--- src/rtl/key_event_pkg.sv ---
// Shared types and helpers for the key event bank: hold-state encoding and
// counter width sizing.
package key_event_pkg;

  typedef enum logic [1:0] {
    IDLE    = 2'd0,
    PRESSED = 2'd1,
    HELD    = 2'd2
  } hold_state_e;

  function automatic int cnt_w(input int n);
    int w;
    w = $clog2(n);
    return (w < 1) ? 1 : w;
  endfunction

endpackage

--- src/rtl/key_event_chan.sv ---
// One key channel: 2-FF synchroniser, stable-window debouncer and a hold FSM
// producing registered press/release/long/repeat pulses.
module key_event_chan
  import key_event_pkg::*;
#(
  parameter int DEB_CYCLES    = 240000,
  parameter int LONG_CYCLES   = 6000000,
  parameter int REPEAT_CYCLES = 1200000,
  parameter int ACTIVE_LOW    = 1
) (
  input  logic i_clk,
  input  logic i_rst,
  input  logic i_key,
  input  logic i_repeat_en,
  output logic o_level,
  output logic o_press,
  output logic o_release,
  output logic o_long,
  output logic o_repeat
);

  localparam int DW = cnt_w(DEB_CYCLES);
  localparam int HW = (cnt_w(LONG_CYCLES) > cnt_w(REPEAT_CYCLES)) ?
                      cnt_w(LONG_CYCLES) : cnt_w(REPEAT_CYCLES);
  localparam logic [DW-1:0] DEB_LAST  = DW'(DEB_CYCLES - 1);
  localparam logic [HW-1:0] LONG_LAST = HW'(LONG_CYCLES - 1);
  localparam logic [HW-1:0] REP_LAST  = HW'(REPEAT_CYCLES - 1);
  localparam logic          RELEASED  = (ACTIVE_LOW != 0) ? 1'b1 : 1'b0;

  logic          sync1_q, sync2_q;
  logic          stable_q, stable_d;
  logic [DW-1:0] dcnt_q, dcnt_d;
  hold_state_e   state_q, state_d;
  logic [HW-1:0] hcnt_q, hcnt_d;
  logic          press_q, press_d;
  logic          release_q, release_d;
  logic          long_q, long_d;
  logic          repeat_q, repeat_d;

  logic p, flip, rise, fall;

  // Debounce: a level must disagree with stable for DEB_CYCLES edges in a row
  always_comb begin
    p        = (ACTIVE_LOW != 0) ? ~sync2_q : sync2_q;
    flip     = (p != stable_q) && (dcnt_q == DEB_LAST);
    rise     = flip & p;
    fall     = flip & ~p;
    stable_d = flip ? p : stable_q;
    dcnt_d   = ((p == stable_q) || flip) ? '0 : dcnt_q + DW'(1);
  end

  // Hold FSM: a debounced release always takes priority over terminal counts
  always_comb begin
    state_d   = state_q;
    hcnt_d    = hcnt_q;
    press_d   = 1'b0;
    release_d = 1'b0;
    long_d    = 1'b0;
    repeat_d  = 1'b0;
    case (state_q)
      IDLE: begin
        if (rise) begin
          state_d = PRESSED;
          hcnt_d  = '0;
          press_d = 1'b1;
        end
      end
      PRESSED: begin
        if (fall) begin
          state_d   = IDLE;
          hcnt_d    = '0;
          release_d = 1'b1;
        end else if (hcnt_q == LONG_LAST) begin
          state_d = HELD;
          hcnt_d  = '0;
          long_d  = 1'b1;
        end else begin
          hcnt_d = hcnt_q + HW'(1);
        end
      end
      HELD: begin
        if (fall) begin
          state_d   = IDLE;
          hcnt_d    = '0;
          release_d = 1'b1;
        end else if (!i_repeat_en) begin
          hcnt_d = '0;
        end else if (hcnt_q == REP_LAST) begin
          hcnt_d   = '0;
          repeat_d = 1'b1;
        end else begin
          hcnt_d = hcnt_q + HW'(1);
        end
      end
      default: begin
        state_d = IDLE;
        hcnt_d  = '0;
      end
    endcase
  end

  always_ff @(posedge i_clk) begin
    if (i_rst) begin
      sync1_q   <= RELEASED;
      sync2_q   <= RELEASED;
      stable_q  <= 1'b0;
      dcnt_q    <= '0;
      state_q   <= IDLE;
      hcnt_q    <= '0;
      press_q   <= 1'b0;
      release_q <= 1'b0;
      long_q    <= 1'b0;
      repeat_q  <= 1'b0;
    end else begin
      sync1_q   <= i_key;
      sync2_q   <= sync1_q;
      stable_q  <= stable_d;
      dcnt_q    <= dcnt_d;
      state_q   <= state_d;
      hcnt_q    <= hcnt_d;
      press_q   <= press_d;
      release_q <= release_d;
      long_q    <= long_d;
      repeat_q  <= repeat_d;
    end
  end

  assign o_level   = stable_q;
  assign o_press   = press_q;
  assign o_release = release_q;
  assign o_long    = long_q;
  assign o_repeat  = repeat_q;

endmodule

--- src/rtl/key_event_bank.sv ---
// N-channel push-button conditioner: one key_event_chan per key plus a
// combined any-event flag.
module key_event_bank
  import key_event_pkg::*;
#(
  parameter int N_KEYS        = 4,
  parameter int DEB_CYCLES    = 240000,
  parameter int LONG_CYCLES   = 6000000,
  parameter int REPEAT_CYCLES = 1200000,
  parameter int ACTIVE_LOW    = 1
) (
  input  logic              i_clk,
  input  logic              i_rst,
  input  logic [N_KEYS-1:0] i_key,
  input  logic [N_KEYS-1:0] i_repeat_en,
  output logic [N_KEYS-1:0] o_level,
  output logic [N_KEYS-1:0] o_press,
  output logic [N_KEYS-1:0] o_release,
  output logic [N_KEYS-1:0] o_long,
  output logic [N_KEYS-1:0] o_repeat,
  output logic              o_any_event
);

  if (N_KEYS < 1) begin : g_bad_n
    $error("key_event_bank: N_KEYS must be >= 1");
  end
  if (DEB_CYCLES < 1) begin : g_bad_deb
    $error("key_event_bank: DEB_CYCLES must be >= 1");
  end
  if (LONG_CYCLES < 1) begin : g_bad_long
    $error("key_event_bank: LONG_CYCLES must be >= 1");
  end
  if (REPEAT_CYCLES < 1) begin : g_bad_rep
    $error("key_event_bank: REPEAT_CYCLES must be >= 1");
  end

  for (genvar k = 0; k < N_KEYS; k++) begin : g_chan
    key_event_chan #(
      .DEB_CYCLES   (DEB_CYCLES),
      .LONG_CYCLES  (LONG_CYCLES),
      .REPEAT_CYCLES(REPEAT_CYCLES),
      .ACTIVE_LOW   (ACTIVE_LOW)
    ) u_chan (
      .i_clk      (i_clk),
      .i_rst      (i_rst),
      .i_key      (i_key[k]),
      .i_repeat_en(i_repeat_en[k]),
      .o_level    (o_level[k]),
      .o_press    (o_press[k]),
      .o_release  (o_release[k]),
      .o_long     (o_long[k]),
      .o_repeat   (o_repeat[k])
    );
  end

  assign o_any_event = |(o_press | o_release | o_long | o_repeat);

endmodule
--- config.mk ---
export PLATFORM = sky130hd
export DESIGN_NAME = key_event_bank
export DESIGN_NICKNAME = d
export VERILOG_FILES = /design/src/rtl/key_event_pkg.sv /design/src/rtl/key_event_chan.sv /design/src/rtl/key_event_bank.sv
export SDC_FILE = /design/constraint.sdc
export NUM_CORES = 1
export LEC_CHECK = 0
export CORE_UTILIZATION = 35
export CTS_CLUSTER_DIAMETER = 100
export DETAILED_ROUTE_END_ITERATION = 16
export HOLD_SLACK_MARGIN = 0.02
export MAX_ROUTING_LAYER = met4
export REMOVE_ABC_BUFFERS = 1
export SETUP_SLACK_MARGIN = 0.3
export SYNTH_ARGS = -nofsm -noshare
export SYNTH_HDL_FRONTEND = slang
export SYNTH_SLANG_ARGS = --single-unit
--- constraint.sdc ---
create_clock -name i_clk -period 3.1 [get_ports i_clk]
set_clock_uncertainty 0.15 [all_clocks]
set_input_delay 0.465 -clock i_clk [delete_from_list [all_inputs] [get_ports i_clk]]
set_output_delay 0.465 -clock i_clk [all_outputs]
set_load 0.05 [all_outputs]
Word level (Yosys, flattened, before mapping)
Cells that the tools add are included.
- add/sub/neg operators: 8
- equality and inequality tests: 40
- muxes and demuxes: 64
- bitwise logic cells: 35
- reduce and logical (&&, ||, !) cells: 41
- operators with widths (kind ; count):
    23-bit two-way mux ; 24
    23-bit one-hot mux with 3 select lines ; 4
    23-bit by 1-bit adder with 23-bit output, second input constant ; 4
    23-bit by 21-bit equality test with 1-bit output, second input constant ; 4
    23-bit equality test, second input constant ; 4
    18-bit by 1-bit adder with 18-bit output, second input constant ; 4
    18-bit equality test, second input constant ; 4
    2-bit two-way mux ; 16
    2-bit OR reduction ; 16
    1-bit inverter ; 24
    2-bit one-hot mux with 3 select lines ; 4
    4-bit OR reduction ; 5
    1-bit two-way mux ; 16
    2-bit by 1-bit != test with 1-bit output, second input constant ; 8
    3-bit by 1-bit != test with 1-bit output, second input constant ; 4
    4-bit OR ; 3
    3-bit AND reduction ; 4
    3-bit OR reduction ; 4
    1-bit AND ; 8
    2-bit by 1-bit equality test with 1-bit output, second input constant ; 4
    2-bit equality test, second input constant ; 4
    2-bit zero test ; 4
    1-bit equality test ; 4
    1-bit logical AND ; 4
    2 further kinds ; 8
- register bits after elaboration: 200
- input bits: 10
- output and inout port bits: 21
- logic and storage cells: 228

Longest topological paths before layout
- word-level depth: 6
- gate-level depth with buffers: 9
- mapped depth without buffers: 7

Hierarchy
Synthesis repeated with hierarchy kept, for this count alone.
- cell total of the unflattened synthesis: 1251
- area total of the unflattened synthesis: 10168.5 sq um
- modules (own cells, without submodules) (module ; instances ; cells an instance ; area each (sq um) ; seq. area each (sq um)):
    key_event_chan at g_chan[0].u_chan ... ; 3 ; 321 ; 2542.4 ; 1001.0
    key_event_chan at g_chan[3].u_chan ; 1 ; 283 ; 2509.9 ; 1001.0
    key_event_bank ; 1 ; 5 ; 31.3 ; 0.0

Least setup slack after synthesis
Ideal clock, no wire load.
- path kind: register -> register
- from: register g_chan[1].u_chan.hcnt_q[0]
- to: register g_chan[1].u_chan.hcnt_q[7]
- data arrival time: 2.114 ns
- path slack: 0.704 ns
- cell stages (with the launch flop): 9
- buffers on the path: 1
- clock period less this slack: 2.396 ns
- cell sequence: dfxtp_1 > ha_1 > and4_1 > nand4_1 > o311ai_1 > a21oi_1 > clkbuf_1 > a31oi_1 > a21oi_1
- word-level cells in the longest chain between the ends: 5
- elaborated cells on any way between the ends: 9
- those cells by class: add/sub (1); eq/ne (2); mux (6)
- ends and longest elaborated chain (what ; RTL line ; source):
    from (decl) ; key_event_chan.sv:34 ; logic [HW-1:0] hcnt_q, hcnt_d;
    from (signal assigned) ; key_event_chan.sv:120 ; hcnt_q <= hcnt_d;
    23-bit by 1-bit adder with 23-bit output or 23-bit by 21-bit equality test with 1-bit output (tied branches) ; key_event_chan.sv:78, key_event_chan.sv:92, key_event_chan.sv:88 ;
    23-bit two-way mux ; key_event_chan.sv:88 ; end else if (hcnt_q == REP_LAST) begin
    23-bit two-way mux ; key_event_chan.sv:86 ; end else if (!i_repeat_en) begin
    23-bit two-way mux ; key_event_chan.sv:82 ; if (fall) begin
    23-bit one-hot mux with 3 select lines * ; key_event_chan.sv:60 ; case (state_q)
Every way passes the cells marked *; elsewhere a longest branch is shown, timed or not.
A chain may end at the register's enable or synchronous reset.

Worst setup path after layout
- from: register g_chan[1].u_chan.hcnt_q[0]
- to: register g_chan[1].u_chan.state_q[1]
- word-level cells in the longest chain between the ends: 3
- ends and longest elaborated chain (what ; RTL line ; source):
    23-bit equality test ; key_event_chan.sv:73 ; end else if (hcnt_q == LONG_LAST) begin
    3-bit by 1-bit != test with 1-bit output (no source line) ; n/a ;
    3-bit AND reduction (no source line) ; n/a ;
    to (signal assigned) ; key_event_chan.sv:119 ; state_q <= state_d;
    to (decl) ; key_event_chan.sv:33 ; hold_state_e state_q, state_d;
Every way passes these cells.

==> impl_metrics.csv <==
group,metric,value,unit
die,die_area,27900,sq um
setup_path,arrival,2890,ps
run_status,status,"complete, no violations",
power_and_ir_drop,vdd_drop_max,0.382,mV
sta,setup_ws,423,ps
synthesis,syn_inst,1126,
route,ant_nets,0,
clock_tree,cts_made_buffers,17,
job,drv_cap,0,
clock_tree,path_clk_slew,80,ps
power_and_ir_drop,p_per_area,460,nW/um^2
sta,hold_viol_final,0,
route,firstDrtPassIters,5,
sta,setup_tns,0,ps
clock_tree,clockBufferDepth,2,
die,ios,31,
global_routing,grt_antenna_before_repair,0,
synthesis,synth_edf_count,0,
global_routing,grt_pass1_vias,7156,
setup_path,r2r.worst_path.cells,7,
route,wl_met2,9200,um
route,wl,19800,um
clock_tree,cts_setup_buffers,0,
power_and_ir_drop,leakagePower,0.00340,uW
clock_tree,clk_latency,440,ps
hold_path,hold-path-cell-count,2,
hold_path,hold_class,"in -> reg",
sta,max_freq,374,MHz
die,rows,60,
synthesis,ys_ff_latch,200,
clock_tree,cts.sinks,200,
clock_tree,cts_tree,"built",
setup_path,worstSetupEndpointType,"flip-flop",
clock_tree,cts.htree.levels,4,
route,wl_met3,377,um
route,drc_errors,0,
global_routing,grt_start_max_net_pins,42,
global_routing,grt.total_usage,0.150,
die,die_h,167,um
place,port_buffers,30,
synthesis,yosysWarnings,0,
setup_path,path_max_fanout,5,
synthesis,ys.flop_type,"dfxtp_1",
clock_tree,cts-hold-fix-buffers,0,
sta,rsz0062_at_grt,"true",
route,drt-met1-wl,9750,um
setup_path,required,3320,ps
place,pre_cts_ws,364,ps
setup_path,crit_path_start_kind,"flip-flop",
sta,tightest_slew,628,ps
global_routing,grt_overflow,0,
global_routing,grt_pass1_wl,33800,um
place,gp_congestion,0.772,
synthesis,syn_avg_cell_area,8.46,sq um
die,start_util,0.356,
final_layout,syn_to_final_growth,12.3,%
clock_tree,cts-root-buf,"clkbuf_16",
route,routedWlPerCell,13.3,um
die,core,26800,sq um
synthesis,yosysSeqAreaShare,0.420,
route,routed.top_layer,"met4",
power_and_ir_drop,finalPower,4930,uW
clock_tree,ctsResizeCount,0,
place,dp_hpwl,13400,um
die,die_x,167,um
synthesis,synth-async-reset-ratio,0,
final_layout,drive_above_1_share,0.0671,
route,drtIter0Drc,515,
setup_path,crit_type,"reg -> reg",
synthesis,yosysUniqueCellTypes,59,
final_layout,nets,1164,
sta,slew_violations,0,
final_layout,final_util,0.399,
final_layout,diodes,0,
sta,period_minus_slack,2680,ps
synthesis,syn-cell-area,9530,sq um
route,viasPerCell,5.18,
sta,slew_headroom,0.578,
sta,min_period_over_period,0.864,
sta,finalSetupViolCount,0,
route,vias,7713,
## final cells by class
type / instances / area (sq um)
Fill cell: 2711 / 16100
Multi-Input combinational cell: 845 / 5160
Sequential cell: 200 / 4000
Clock buffer: 18 / 439
Tap cell: 341 / 427
Timing Repair Buffer: 45 / 423
Clock inverter: 14 / 149
Inverter: 25 / 93.8
## cells in the mapped netlist, types with 8 or more instances
cell type | count | area, sq um
nand2_1 | 92 | 345
or2_2 | 13 | 81.3
and4_1 | 20 | 175
nor4b_1 | 18 | 158
inv_1 | 24 | 90.1
a211oi_1 | 8 | 60.1
a31oi_1 | 20 | 125
or3_1 | 20 | 125
nor4_1 | 28 | 175
dfxtp_1 | 200 | 4000
nand4_1 | 49 | 307
and3_1 | 23 | 144
a21oi_1 | 25 | 125
buf_4 | 20 | 150
xnor2_1 | 66 | 578
nor3_1 | 36 | 180
xor2_1 | 57 | 499
nor2_1 | 181 | 679
nand3_1 | 78 | 390
clkbuf_1 | 26 | 97.6
o21ai_0 | 12 | 60.1
ha_1 | 20 | 250
## critical path: stages, from the launching register on
cell     delay [ps]
dfxtp_1         400
ha_1            250
and4_1          270
nand4_1         250
o21ai_2         340
a21oi_1         160
or4b_2          630
a21oi_1         150
## worst paths after layout
check / slack, ps / endpoint / start
setup reg to reg: 420 / g_chan[1].u_chan.state_q[1] / g_chan[1].u_chan.hcnt_q[0]
setup / recovery: 420 / g_chan[1].u_chan.state_q[1] / g_chan[1].u_chan.hcnt_q[0]
hold reg to reg: 260 / g_chan[2].u_chan.sync2_q / g_chan[2].u_chan.sync1_q
hold / removal: 260 / g_chan[0].u_chan.o_level / i_rst
## placed cells by master (no fill, tap or decap), drive strengths merged, types with 25 or more instances in the layout
cell type,n
xnor2,66
nor4,28
nor2,181
nand2,92
nor3,36
clkdlybuf4s50,28
nand3,78
dfxtp,200
nand4,50
inv,32
a21oi,25
xor2,57
## power breakdown
group	switching, uW	internal (uW)	total [uW]
logic	72.8	40.0	113
registers	6.69	2580	2580
clock network	1130	1100	2230
## registers in the layout, indices dropped and copies added, names as in the netlist
signal	count
g_chan.u_chan.sync1_q	4
g_chan.u_chan.o_release	4
g_chan.u_chan.o_long	4
g_chan.u_chan.hcnt_q	92
g_chan.u_chan.o_level	4
g_chan.u_chan.o_press	4
g_chan.u_chan.dcnt_q	72
g_chan.u_chan.state_q	8
g_chan.u_chan.sync2_q	4
g_chan.u_chan.o_repeat	4
## metrics by stage
stage / hold WS (ps) / instance area [sq um] / cells
3_3_place_gp: 243 / 10100 / 1456
4_1_cts: 234 / 10700 / 1488
3_5_place_dp: 243 / 10100 / 1456
2_1_floorplan: 239 / 9230 / 1070
6_report: 255 / 10700 / 1488
5_1_grt: 270 / 10700 / 1488
## cell families (layout without fill, tap and decap cells)
kind of cell | after synthesis | count (layout) | synth area share
DFF | 200 | 200 | 0.420
xor gates and xnor gates | 123 | 123 | 0.113
muxes | 3 | 3 | 0.00315
AOI/OAI and AO/OA | 99 | 99 | 0.0697
buffers and inverters | 81 | 102 | 0.0419
and+or+nand+nor | 600 | 600 | 0.326
adders and majority gates | 20 | 20 | 0.0263
## routing by layer
metal,vias to the layer above,global-route usage
met5,-,-
met2,76,0.244
met4,0,0.0612
met3,32,0.0195
met1,3621,0.186
li1,3984,-
No activity file was read; power rests on OpenSTA's default activity.
==> variant 1: new RTL, same flow settings <==
`REPEAT_CYCLES` is set to 1200000 in 2 places; all go to 300000.
--- a/src/rtl/key_event_chan.sv
+++ b/src/rtl/key_event_chan.sv
@@ -5,7 +5,7 @@
 #(
   parameter int DEB_CYCLES    = 240000,
   parameter int LONG_CYCLES   = 6000000,
-  parameter int REPEAT_CYCLES = 1200000,
+  parameter int REPEAT_CYCLES = 300000,
   parameter int ACTIVE_LOW    = 1
 ) (
   input  logic i_clk,
--- a/src/rtl/key_event_bank.sv
+++ b/src/rtl/key_event_bank.sv
@@ -6,7 +6,7 @@
   parameter int N_KEYS        = 4,
   parameter int DEB_CYCLES    = 240000,
   parameter int LONG_CYCLES   = 6000000,
-  parameter int REPEAT_CYCLES = 1200000,
+  parameter int REPEAT_CYCLES = 300000,
   parameter int ACTIVE_LOW    = 1
 ) (
   input  logic              i_clk,
Check against the original RTL: same outputs for any inputs over 10 cycles, from zero or initial values and one cycle with i_rst high; that may be too few to reach the edited logic, so the function may still have changed.
==> variant 1 against the original RTL <==
Global-route usage up 0.58 points; routed wire length up 5.2%; sequential cell count unchanged; power up 0.45%; final area up 2.6%; area after synthesis up 2.3%; hold slack better by 0.0011 ns; critical path depth up 1; worst setup slack better by 0.084 ns; critical path type unchanged.
==> variant 1: results (changes against the original RTL) <==
Via density 5.21 (was 5.18); largest net degree at the start of global routing 46 (was 42); Main synth FF type dfxtp_1 (unchanged); vias in the first global route 7462 (was 7156); sequential area share after synthesis 41.1% (was 42.0%); Nets 1213 (was 1164); Top Registers g_chan.u_chan.hcnt_q x92, g_chan.u_chan.dcnt_q x72, g_chan.u_chan.state_q x8 (unchanged); Synth cell types 62 (was 59); actual slew at the worst max-slew pin 0.747 ns (was 0.628 ns); GRT Overall Usage 15.5% (was 15.0%); Peak VDD IR 0.000370 V (was 0.000382 V); Area after DPL 10400 um^2 (was 10100 um^2); Area contributors post-synth dfxtp_1 (41%), nor2_1 (5.8%), nand2_1 (4.9%), xor2_1 (4.8%), nand3_1 (4.7%) (was dfxtp_1 (42%), nor2_1 (7.1%), xnor2_1 (6.1%), xor2_1 (5.2%), nand3_1 (4.1%)); slowest cell on the critical path or4_1 (was or4b_2); post-DP HPWL 14.3 mm (was 13.4 mm); DP Worst Slack 0.327 ns (was 0.364 ns); Placed Cells 1536 (was 1456); hold crit path type register to register (was primary input to register); leakage power 3.41 nW (was 3.40 nW); WL/cell 13.3 um (about the same); synthesized area per cell 8.31 um^2 (was 8.46 um^2); CP arrival 2.75 ns (was 2.89 ns); status finished, final reports clean (unchanged); first-pass GRT wire length 35.7 mm (was 33.8 mm); share of cells above drive strength 1 7.11% (was 6.71%); CP Max Fanout 22 (was 5); GP Congestion 0.813 (was 0.772); Synth top cells by count dfxtp_1 (200), nor2_1 (151), nand2_1 (127) (was dfxtp_1 (200), nor2_1 (181), nand2_1 (92))
variant 1: cell count changes after synthesis, moves of 6 or more:
cell,change
nand2_1,+35
nor2_1,-30
xnor2_1,-16
nand3_1,+14
and2_1,+11
o21ai_0,+11
clkbuf_1,+9
o311ai_0,+8
o31ai_1,+8
and4_1,-6
nand4_1,-6
variant 1: kinds of logic (layout without fill, tap and decap cells):
kind of cell	Yosys count	in the layout	synth area share, %
adder cells (fa/ha/maj)	20	20	2.57
XOR/XNOR	103	103	9.25
multiplexers	3	3	0.308
AND/OR/NAND/NOR	630	630	33.6
flip-flops	200	200	41.1
buffers and inverters	83	106	4.06
AO/OA/AOI/OAI	134	134	9.19
variant 1: repair_timing:
| action | in CTS | in global routing |
|---|---|---|
| setup endpoints to repair | 2 | 28 |
| gates resized for setup | 1 | 5 |
| buffers inserted | 0 | 0 |
| pin swaps | 0 | 1 |
| hold buffers | 0 | 0 |
variant 1: where the power goes:
part / internal, mW / switching, mW
Clock: 1.17 / 1.09
Combinational: 0.0386 / 0.0694
Sequential: 2.58 / 0.00665
Total: 3.79 / 1.16
variant 1: routing by layer:
layer	part of all wire, %	vias up	wire (um)	GRT usage (%)
li1	-	4193	-	-
met3	3.3	25	684	2.97
met5	0	-	0	-
met4	1.2	0	244	4.47
met1	52	3826	10800	20.8
met2	43	123	9030	23.6
variant 1: path summary, 6_finish.rpt:
check	start	slack (ns)	endpoint	cells past startpoint
max	g_chan[0].u_chan.dcnt_q[0]$_SDFF_PP0_	0.51	g_chan[0].u_chan.hcnt_q[12]$_SDFFE_PP0P_	8
min	g_chan[3].u_chan.sync1_q$_SDFF_PP1_	0.26	g_chan[3].u_chan.sync2_q$_SDFF_PP1_	1
max reg2reg	g_chan[0].u_chan.dcnt_q[0]$_SDFF_PP0_	0.51	g_chan[0].u_chan.hcnt_q[12]$_SDFFE_PP0P_	8
min reg2reg	g_chan[3].u_chan.sync1_q$_SDFF_PP1_	0.26	g_chan[3].u_chan.sync2_q$_SDFF_PP1_	1
variant 1: cell type report:
class                           instances  area, um^2
Fill cell                            2742       16100
Multi-Input combinational cell        890        5380
Sequential cell                       200        4000
Tap cell                              372         465
Timing Repair Buffer                   50         448
Clock buffer                           18         439
Clock inverter                         14         161
Inverter                               24        90.1
variant 1: critical path, delay by kind of cell, from the launching register on:
kind / cells / cell delay [ns]
adders and majority gates: 1 / 0.22
AOI/OAI and AO/OA: 2 / 0.23
and+or+nand+nor: 4 / 1.23
DFF: 1 / 0.37
buffers and inverters: 1 / 0.25
==> variant 2: new RTL, same settings <==
Made on the original files. Encoding of `hold_state_e`: now one-hot (3 bits for 3 states).
--- a/src/rtl/key_event_pkg.sv
+++ b/src/rtl/key_event_pkg.sv
@@ -2,10 +2,10 @@
 // counter width sizing.
 package key_event_pkg;
 
-  typedef enum logic [1:0] {
-    IDLE    = 2'd0,
-    PRESSED = 2'd1,
-    HELD    = 2'd2
+  typedef enum logic [2:0] {
+    IDLE    = 3'b001,
+    PRESSED = 3'b010,
+    HELD    = 3'b100
   } hold_state_e;
 
   function automatic int cnt_w(input int n);
Function: same outputs for any inputs over 10 cycles, from zero or initial values and one cycle with i_rst high; not proved beyond that.
==> variant 2 against the original RTL <==
Global-route usage is 0.31 points lower; critical endpoint is now g_chan[1].u_chan.hcnt_q[19]$_SDFFE_PP0P_; count of clock-buffer cells in the layout up 16; final area up 2.2%; sequential cell count up 4; worst setup slack got worse by 0.0077 ns; core utilization up 0.77 points; sequential share of layout area fell by 0.054 points; critical path type unchanged; synthesized cell count did not move; area after synthesis grew 0.59%; routed wire length shrank 0.19%.
Power is not compared: it rests on default switching activity, and its combinational part moved more than twofold at a synthesized area within 25%.
==> variant 2: results (changes against the original RTL) <==
status finished, final reports clean (unchanged); fraction of area in multi-input gates 47.4% (was 48.3%); post-DP HPWL 13.5 mm (was 13.4 mm); final worst setup slack 0.415 ns (was 0.423 ns); Top Registers g_chan.u_chan.hcnt_q x92, g_chan.u_chan.dcnt_q x72, g_chan.u_chan.state_q x12 (was g_chan.u_chan.hcnt_q x92, g_chan.u_chan.dcnt_q x72, g_chan.u_chan.state_q x8); CTS HTree Levels 1 (was 4); actual slew at the worst max-slew pin 0.897 ns (was 0.628 ns); CP endpoint g_chan[1].u_chan.hcnt_q[19]$_SDFFE_PP0P_ (was g_chan[1].u_chan.state_q[1]$_SDFFE_PP0P_); sequential area share after synthesis 42.6% (was 42.0%); GRT Overall Usage 14.6% (was 15.0%); CP max stage delay 0.57 ns (was 0.63 ns); Synth cell types 65 (was 59); fraction of area in clock buffers and inverters 6.46% (was 5.50%); synthesized area per cell 8.51 um^2 (was 8.46 um^2); GP Congestion 0.781 (was 0.772); multi-input gates 842 (was 845); clock latency on the worst-skew pair 0.52 ns (was 0.44 ns); WHS 0.160 ns (was 0.255 ns); FFs & Latches 204 (was 200); vias in the first global route 7110 (was 7156); Area after DPL 10100 um^2 (about the same); Worst-path clk slew 0.06 ns (was 0.08 ns); worst reg2reg path depth 8 (was 7); first-pass GRT wire length 33.9 mm (was 33.8 mm); final WL 19.7 mm (was 19.8 mm); CTS resizes 2 (was 0); slowest cell on the critical path or4_4 (was or4b_2); bufs w/o clock 49 (was 45); largest net degree at the start of global routing 26 (was 42); CLK BUF 34 (was 18)
-- variant 2: cell count changes after synthesis, sizes merged, moves of 10 or more --
| cell | before | now |
|---|---|---|
| nor3 | 36 | 22 |
| a21oi | 25 | 40 |
| a31oi | 20 | 6 |
| nor4b | 19 | 9 |
| a2111oi | 0 | 13 |
| ha | 20 | 8 |
| a211oi | 8 | 19 |
| nand3 | 78 | 60 |
-- variant 2: cell families (layout without fill, tap and decap cells) --
logic type / count (synthesis) / after routing / synth area share (%)
multiplexers: 2 / 2 / 0.209
AND/OR/NAND/NOR: 568 / 568 / 30.3
XOR/XNOR: 132 / 132 / 12.1
adder cells (fa/ha/maj): 8 / 8 / 1.04
AO/OA/AOI/OAI: 132 / 132 / 9.68
flip-flops: 204 / 204 / 42.6
buffers and inverters: 80 / 105 / 4.12
-- variant 2: metal layers --
metal  up-vias  wire length [um]  global-route usage (%)
met1      3519              9890                    19.2
met5         -                 0                       -
met2        76              8750                    23.1
met4         0               433                    3.91
li1       3946                 -                       -
met3        32               642                    2.65
